[config.mk]
export PLATFORM = sky130hd
export DESIGN_NAME = level_hold_counter_multi_flat
export DESIGN_NICKNAME = d
export VERILOG_FILES = /design/src/rtl/level_hold_counter_multi_pkg.sv /design/src/rtl/level_hold_counter_multi_if.sv /design/src/rtl/level_hold_counter_multi_tick_gen.sv /design/src/rtl/level_hold_counter_multi.sv /design/src/flat_wrapper.sv
export SDC_FILE = /design/constraint.sdc
export NUM_CORES = 1
export LEC_CHECK = 0
export CORE_ASPECT_RATIO = 0.7
export CORE_MARGIN = 2
export CORE_UTILIZATION = 35
export DETAILED_ROUTE_END_ITERATION = 12
export SETUP_SLACK_MARGIN = 0.15
export SLEW_MARGIN = 15
export SYNTH_ARGS = -nofsm -noshare
export SYNTH_HDL_FRONTEND = slang
export SYNTH_SLANG_ARGS = --single-unit
[constraint.sdc]
create_clock -name CLK100MHZ -period 2.1 [get_ports CLK100MHZ]
set_input_delay 0.525 -clock CLK100MHZ [delete_from_list [all_inputs] [get_ports CLK100MHZ]]
set_output_delay 0.525 -clock CLK100MHZ [all_outputs]
set_load 0.01 [all_outputs]
[src/rtl/level_hold_counter_multi_pkg.sv]
// Shared types and tick-rate constants for the level hold counters.
package level_counter_pkg;

  typedef enum logic {CNT_WRAP, CNT_SAT} cnt_mode_e;

  localparam int unsigned TICK_DIV_2HZ = 50_000_000;
  localparam int unsigned TICK_DIV_1HZ = 100_000_000;

endpackage

[src/rtl/level_hold_counter_multi_if.sv]
// Channel-side signal bundle of the multi-channel level hold counter.
interface level_hold_counter_multi_if #(
  parameter int unsigned N_CH       = 4,
  parameter int unsigned COUNT_BITS = 8
) ();

  logic [N_CH-1:0]            lv_in;
  logic [N_CH-1:0]            clear;
  logic [N_CH*COUNT_BITS-1:0] hold_count;
  logic [N_CH-1:0]            overflow;
  logic [N_CH-1:0]            active;
  logic                       tick;

  modport master (
    output lv_in,
    output clear,
    input  hold_count,
    input  overflow,
    input  active,
    input  tick
  );

  modport slave (
    input  lv_in,
    input  clear,
    output hold_count,
    output overflow,
    output active,
    output tick
  );

endinterface

[src/rtl/level_hold_counter_multi_tick_gen.sv]
// Clock-enable generator: one-cycle tick every TICK_DIV cycles of CLK100MHZ.
module tick_gen #(
  parameter int unsigned TICK_DIV = 50_000_000
) (
  input  logic CLK100MHZ,
  input  logic reset,
  output logic tick
);

  localparam int unsigned CntBits = (TICK_DIV > 1) ? $clog2(TICK_DIV) : 1;
  localparam logic [CntBits-1:0] LastCnt = CntBits'(TICK_DIV - 1);

  logic [CntBits-1:0] r_cnt;
  logic               w_at_last;

  always_ff @(posedge CLK100MHZ) begin
    if (reset) begin
      r_cnt <= '0;
    end else if (w_at_last) begin
      r_cnt <= '0;
    end else begin
      r_cnt <= r_cnt + 1'b1;
    end
  end

  assign w_at_last = (r_cnt == LastCnt);
  // Masked during reset so TICK_DIV=1 still reads 0 while reset is held.
  assign tick = w_at_last & ~reset;

endmodule

[src/rtl/level_hold_counter_multi.sv]
// Multi-channel level hold counter: counts ticks during which each synchronised level is high.
module level_hold_counter_multi
  import level_counter_pkg::*;
#(
  parameter int unsigned N_CH       = 4,
  parameter int unsigned COUNT_BITS = 8,
  parameter int unsigned TICK_DIV   = TICK_DIV_2HZ,
  parameter cnt_mode_e   MODE       = CNT_SAT
) (
  input logic                      CLK100MHZ,
  input logic                      reset,
  level_hold_counter_multi_if.slave bus
);

  localparam logic [COUNT_BITS-1:0] CountMax = '1;

  logic                       w_tick;
  logic [N_CH-1:0]            r_sync1;
  logic [N_CH-1:0]            r_sync2;
  logic [N_CH*COUNT_BITS-1:0] w_hold_count;
  logic [N_CH-1:0]            w_overflow;

  tick_gen #(
    .TICK_DIV (TICK_DIV)
  ) u_tick_gen (
    .CLK100MHZ (CLK100MHZ),
    .reset     (reset),
    .tick      (w_tick)
  );

  always_ff @(posedge CLK100MHZ) begin
    if (reset) begin
      r_sync1 <= '0;
      r_sync2 <= '0;
    end else begin
      r_sync1 <= bus.lv_in;
      r_sync2 <= r_sync1;
    end
  end

  for (genvar g = 0; g < N_CH; g++) begin : g_ch
    logic [COUNT_BITS-1:0] r_count;
    logic                  r_ovf;

    // Clear outranks a coincident tick; the increment in that cycle is dropped.
    always_ff @(posedge CLK100MHZ) begin
      if (reset) begin
        r_count <= '0;
        r_ovf   <= 1'b0;
      end else if (bus.clear[g]) begin
        r_count <= '0;
        r_ovf   <= 1'b0;
      end else if (w_tick && r_sync2[g]) begin
        if (r_count == CountMax) begin
          r_ovf <= 1'b1;
          if (MODE == CNT_WRAP) begin
            r_count <= '0;
          end
        end else begin
          r_count <= r_count + 1'b1;
        end
      end
    end

    assign w_hold_count[g*COUNT_BITS +: COUNT_BITS] = r_count;
    assign w_overflow[g]                            = r_ovf;
  end

  assign bus.hold_count = w_hold_count;
  assign bus.overflow   = w_overflow;
  assign bus.active     = r_sync2;
  assign bus.tick       = w_tick;

endmodule

[src/flat_wrapper.sv]
// flat-port wrapper written by rule: the top's interface ports become plain ports
module level_hold_counter_multi_flat import level_counter_pkg::*;
#(
  parameter int unsigned N_CH       = 4,
  parameter int unsigned COUNT_BITS = 8,
  parameter int unsigned TICK_DIV   = TICK_DIV_2HZ,
  parameter cnt_mode_e   MODE       = CNT_SAT
)
  (CLK100MHZ, reset, bus_lv_in, bus_clear, bus_hold_count, bus_overflow, bus_active, bus_tick);
  level_hold_counter_multi_if #(.N_CH(N_CH), .COUNT_BITS(COUNT_BITS)) bus_i ();
  input logic CLK100MHZ;
  input logic reset;
  input wire logic [$bits(bus_i.lv_in)-1:0] bus_lv_in;
  input wire logic [$bits(bus_i.clear)-1:0] bus_clear;
  output wire logic [$bits(bus_i.hold_count)-1:0] bus_hold_count;
  output wire logic [$bits(bus_i.overflow)-1:0] bus_overflow;
  output wire logic [$bits(bus_i.active)-1:0] bus_active;
  output wire logic [$bits(bus_i.tick)-1:0] bus_tick;
  assign bus_i.lv_in = bus_lv_in;
  assign bus_i.clear = bus_clear;
  assign bus_hold_count = bus_i.hold_count;
  assign bus_overflow = bus_i.overflow;
  assign bus_active = bus_i.active;
  assign bus_tick = bus_i.tick;
  level_hold_counter_multi #(.N_CH(N_CH), .COUNT_BITS(COUNT_BITS), .TICK_DIV(TICK_DIV), .MODE(MODE)) u_core (.CLK100MHZ(CLK100MHZ), .reset(reset), .bus(bus_i));
endmodule
== Yosys cells after proc, flatten, opt, wreduce, memory -nomap -nowiden ==
Index checks and enable logic that the tools add are counted.

* Bits of input ports: 10
* Flip-flop bits (word level): 70
* Logic and storage cells: 44
* Output and inout port bits: 41

* Equal/unequal tests: 5
* Add/sub/neg operators: 5
* Reduce and logical (&&, ||, !) cells: 17
* Bitwise operators: 6

{| class="wikitable"
|+ Operator list
! cell !! count
|-
| $add A8 B1 Y8 const B || 4
|-
| $eq A8 B8 Y1 const B || 4
|-
| $add A26 B1 Y26 const B || 1
|-
| $eq A26 B26 Y1 const B || 1
|-
| $reduce_and A2 Y1 || 8
|-
| $reduce_or A2 Y1 || 5
|-
| $not A1 Y1 || 5
|-
| $logic_and A1 B1 Y1 || 4
|-
| $and A1 B1 Y1 || 1
|}

== Longest topological paths before layout ==
* Depth after elaboration: 4
* Gate-level depth with buffers: 8
* Gate-level depth less buffers: 6

== Cells and area by module ==
A second synthesis with hierarchy kept.

* Cell total of the unflattened synthesis: 365
* Area total of the unflattened synthesis: 3204.3 µm²

{| class="wikitable"
|+ Modules (own cells, without submodules)
! module !! cells each !! sequential area each (µm²) !! area an instance (µm²) !! instances
|-
| level_hold_counter_multi || 223 || 880.8 || 1934.4 || 1
|-
| tick_gen || 142 || 520.5 || 1270.0 || 1
|}

== Worst setup path before layout ==
Ideal clock, no wire load.

* Kind: register to register
* Start: register u_core.u_tick_gen.r_cnt[0]
* End: register u_core.g_ch[1].r_count[2]
* Setup time: 131 ps
* Stages on the path, launching flop included: 8
* Path slack: 82 ps
* Path buffers: 1
* Period minus slack after synthesis: 2018 ps
* Required time: 1969 ps
* Arrival time: 1887 ps
* Cells stage by stage: dfxtp_1 ha_1 and2_0 nand2_1 or4_1 buf_2 o311ai_1 o41ai_1

* Longest elaborated chain between the ends: 4

{| class="wikitable"
|+ Ends and longest elaborated chain
! what !! RTL line !! text
|-
| from (decl) || level_hold_counter_multi_tick_gen.sv:13 || <nowiki>logic [CntBits-1:0] r_cnt;</nowiki>
|-
| from (signal assigned) || level_hold_counter_multi_tick_gen.sv:22 || <nowiki>r_cnt <= r_cnt + 1'b1;</nowiki>
|-
| $eq A26 B26 Y1 || level_hold_counter_multi_tick_gen.sv:26 || <nowiki>assign w_at_last = (r_cnt == LastCnt);</nowiki>
|-
| $and A1 B1 Y1 || level_hold_counter_multi_tick_gen.sv:28 || <nowiki>assign tick = w_at_last & ~reset;</nowiki>
|-
| $logic_and A1 B1 Y1 || level_hold_counter_multi.sv:53 || <nowiki>end else if (w_tick && r_sync2[g]) begin</nowiki>
|-
| $reduce_and A2 Y1 (no source line) || -- ||
|-
| to (signal assigned) || level_hold_counter_multi.sv:60 || <nowiki>r_count <= r_count + 1'b1;</nowiki>
|-
| to (decl) || level_hold_counter_multi.sv:42 || <nowiki>logic [COUNT_BITS-1:0] r_count;</nowiki>
|}

No other way between the ends.
A chain may end at the register's enable or synchronous reset.

== Final worst setup path ==
* Start: register u_core.u_tick_gen.r_cnt[9]
* End: register u_core.g_ch[1].r_count[2]

The elaborated chain is that of the path after synthesis.

==> impl_metrics.csv <==
group,metric,value,unit
place,post-place-ws,-0.2857,ns
place,globalplace.congestion,0.7960,
global_route,grt_pass1_wl,14.79,mm
flow_run,drv_cap,0,
floorplan,num_rows,29,
critical_path,worstSetupPathType,"reg -> reg",
floorplan,ios,51,
final_layout,final_cell_mix,"dfxtp_1 (66), buf_4 (55), clkdlybuf4s50_1 (48)",
pwr,vdd_drop_max,0.3794,mV
place,numPortBuffers,50,
yosys,synth_cell_types,47,
place,dp_hpwl,6.052,mm
timing,drv_slew,0,
critical_path,ff2ff_setup_slack,0.05,ns
critical_path,cp.arrival,2.26,ns
final_layout,nFillCells,859,
yosys,ys_seq_elements,70,
final_layout,drive_gt1_share,25.31,%
critical_path,cp-start-kind,"flip-flop",
floorplan,die_y,84.82,um
yosys,synth_top_cell_by_area,"dfxtp_1",
min_path,hold_end,"u_core.bus.active[2]$_SDFF_PP0_",
pwr,total_power,2.888,mW
route,routed-via-count,3202,
critical_path,cp.required,2.31,ns
critical_path,worst-path-max-fanout,5,
timing,setup_viol,0,
timing,fin_crit_sh,97.58,%
yosys,synth-edff-count,0,
cts,numCtsBuffers,9,
cts,clk_latency,0.33,ns
final_layout,final_common_cell,"dfxtp_1",
timing,finalCriticalPeriod,2.049,ns
final_layout,fin_util,53.01,%
final_layout,antennaDiodeCount,0,
min_path,hp-class,"reg -> reg",
pwr,leakagePower,1.709,nW
yosys,synthTopCellsByArea,"dfxtp_1 (43%), nor2_1 (5.3%), nand4_1 (4.0%), xnor2_1 (3.8%), nand3_1 (3.2%)",
global_route,grt_max_degree,26,
timing,fin_tns_setup,0,ns
place,placedCellCount,580,
critical_path,critPathLaunch,"u_core.u_tick_gen.r_cnt[9]$_SDFF_PP0_",
route,drtIter0Drc,187,
min_path,min-delay-start,"u_core.r_sync1[2]$_SDFF_PP0_",
floorplan,fp.dieW,119.5,um
yosys,syn_inst,377,
timing,skew,0.01025,ns
timing,rsz0062_at_grt,"yes",
critical_path,slowest_stage,"or4_4",
cts,clk_pin_slew,0.05,ns
run_status,status,"complete, no violations",
yosys,yosys_warnings,0,
pwr,power-per-cell-area,600.7,nW/um^2
timing,setup_ws,0.05090,ns
critical_path,ff2ff_path_depth,6,
route,vias_per_cell,5.284,
final_layout,synthToLayoutAreaGrowth,47.24,%
place,placed_area,4229,sq um
yosys,synth_top_area_share,42.91,%
global_route,track_usage,18.09,%
critical_path,slowest_delay,0.57,ns
final_layout,final_cells,606,
route,wirelength,9.112,mm
timing,fmax,488.0,MHz
global_route,overflow,0,
floorplan,coreArea,9071,sq um
timing,fin_hold_ws,0.4353,ns
cts,cts_sinks,70,
floorplan,start_util,36.00,%
timing,worstMarginPinSlew,0.6582,ns
route,drc_errors,0,
global_route,antenna_found_initial,0,
critical_path,crit_chain,"nor4b_4 -> nand4b_4 -> buf_6 -> or4_4 -> o311ai_4 -> o41ai_2",
route,antenna_left,0,
floorplan,die-area,10130,sq um
timing,slew_headroom,55.95,%
min_path,hold_depth,1,
final_layout,nets,494,
yosys,synthFlopType,"dfxtp_1",
cts,cts_htree_levels,3,
final_layout,final_area,4808,sq um
cts,clockBufferDepth,2,
critical_path,rr_startpoint,"u_core.u_tick_gen.r_cnt[9]$_SDFF_PP0_",
yosys,async_flop_share,0,%
route,firstDrtPassIters,4,
yosys,syn_area,3266,sq um
critical_path,r2r_end,"u_core.g_ch[1].r_count[2]$_SDFFE_PP0P_",
timing,finalHoldViolCount,0,
critical_path,cp-end-kind,"flip-flop",
yosys,syn-num-nets,392,
yosys,syn_area_per_cell,8.662,sq um
route,wl_per_cell,15.04,um
yosys,ys_seq_area_share,42.91,%
global_route,first_global_vias,2990,
cts,cts_tree,"yes",
cts,clockRootBuffer,"clkbuf_16",
## synthesized netlist by cell type, drive strengths merged (2+ instances only)
master / n
nor2: 46
nand3b: 2
dfxtp: 70
xor2: 11
or3: 16
o21ai: 15
nand2: 18
nand4: 21
and2: 3
nand3: 21
and4: 8
inv: 6
nor3b: 3
a211oi: 2
a21oi: 16
o41ai: 4
and3: 7
or4: 2
nor4: 7
xnor2: 14
clkbuf: 12
nor2b: 9
o311ai: 4
ha: 5
buf: 11
a31oi: 8
or2: 6
nand4b: 2
mux2i: 3
a41o: 2
nor3: 13
## worst max-delay path, delay by kind of cell, from the launching register on
| family | cells | cell delay, ns |
|---|---|---|
| flip-flops | 1 | 0.33 |
| buffers and inverters | 1 | 0.16 |
| AO/OA/AOI/OAI | 2 | 0.37 |
| AND/OR/NAND/NOR | 3 | 1.06 |
## routing by layer
layer / track usage (%) / part of all wire, %
met5: 0 / 0
met4: 3.529 / 0.30
met3: 6.250 / 4.5
met2: 26.34 / 45
met1: 26.06 / 51
## cells by family (layout without fill, tap and decap cells)
| family | after synthesis | after routing | synth area share, % |
|---|---|---|---|
| DFF | 70 | 70 | 42.91 |
| buffers and inverters | 29 | 133 | 3.870 |
| muxes | 3 | 3 | 0.9196 |
| xor gates and xnor gates | 25 | 25 | 6.705 |
| and+or+nand+nor | 188 | 189 | 32.64 |
| adders and majority gates | 5 | 5 | 1.916 |
| AOI/OAI and AO/OA | 57 | 57 | 11.03 |
## how the worst max path moves through the flow
stage / to / slack [ns] / depth (start not counted)
after floorplan: u_core.g_ch[1].r_count[2]$_SDFFE_PP0P_ / 0.17 / 6
after global placement: bus_tick / -0.31 / 3
after detailed placement: bus_tick / -0.29 / 3
after CTS: u_core.g_ch[1].r_count[3]$_SDFFE_PP0P_ / 0.06 / 6
after global routing: u_core.g_ch[1].r_count[4]$_SDFFE_PP0P_ / -0.08 / 5
final: u_core.g_ch[1].r_count[2]$_SDFFE_PP0P_ / 0.05 / 6
## registers in the layout, indices dropped and copies added, names as in the netlist
register	cells
u_core.bus.active	4
u_core.g_ch.r_count	32
u_core.g_ch.r_ovf	4
u_core.r_sync1	4
u_core.u_tick_gen.r_cnt	26
## layout make-up
| type | count | area [sq um] | share of cell area, % |
|---|---|---|---|
| Multi-Input combinational cell | 279 | 1946 | 40.46 |
| Sequential cell | 70 | 1406 | 29.25 |
| Timing Repair Buffer | 113 | 1007 | 20.95 |
| Clock buffer | 12 | 236.5 | 4.918 |
| Tap cell | 124 | 155.1 | 3.227 |
| Clock inverter | 2 | 35.03 | 0.7286 |
| Inverter | 6 | 22.52 | 0.4684 |
## report_power, final
group | total, mW | leakage, nW | internal, mW | switching [mW]
clock network | 1.43 | 0.132 | 0.904 | 0.528
logic | 0.109 | 1.01 | 0.0524 | 0.0565
registers | 1.35 | 0.568 | 1.34 | 0.00609
total | 2.89 | 1.71 | 2.30 | 0.591
## repair_timing
action                                  in CTS  in global routing
cloned                                       1                  2
pin swaps                                    5                 29
endpoints found under the setup margin       9                 35
buffers inserted                             2                  7
gates resized for setup                     13                 43
hold buffers                                 0                  0
(Power assumes the default switching activity.)
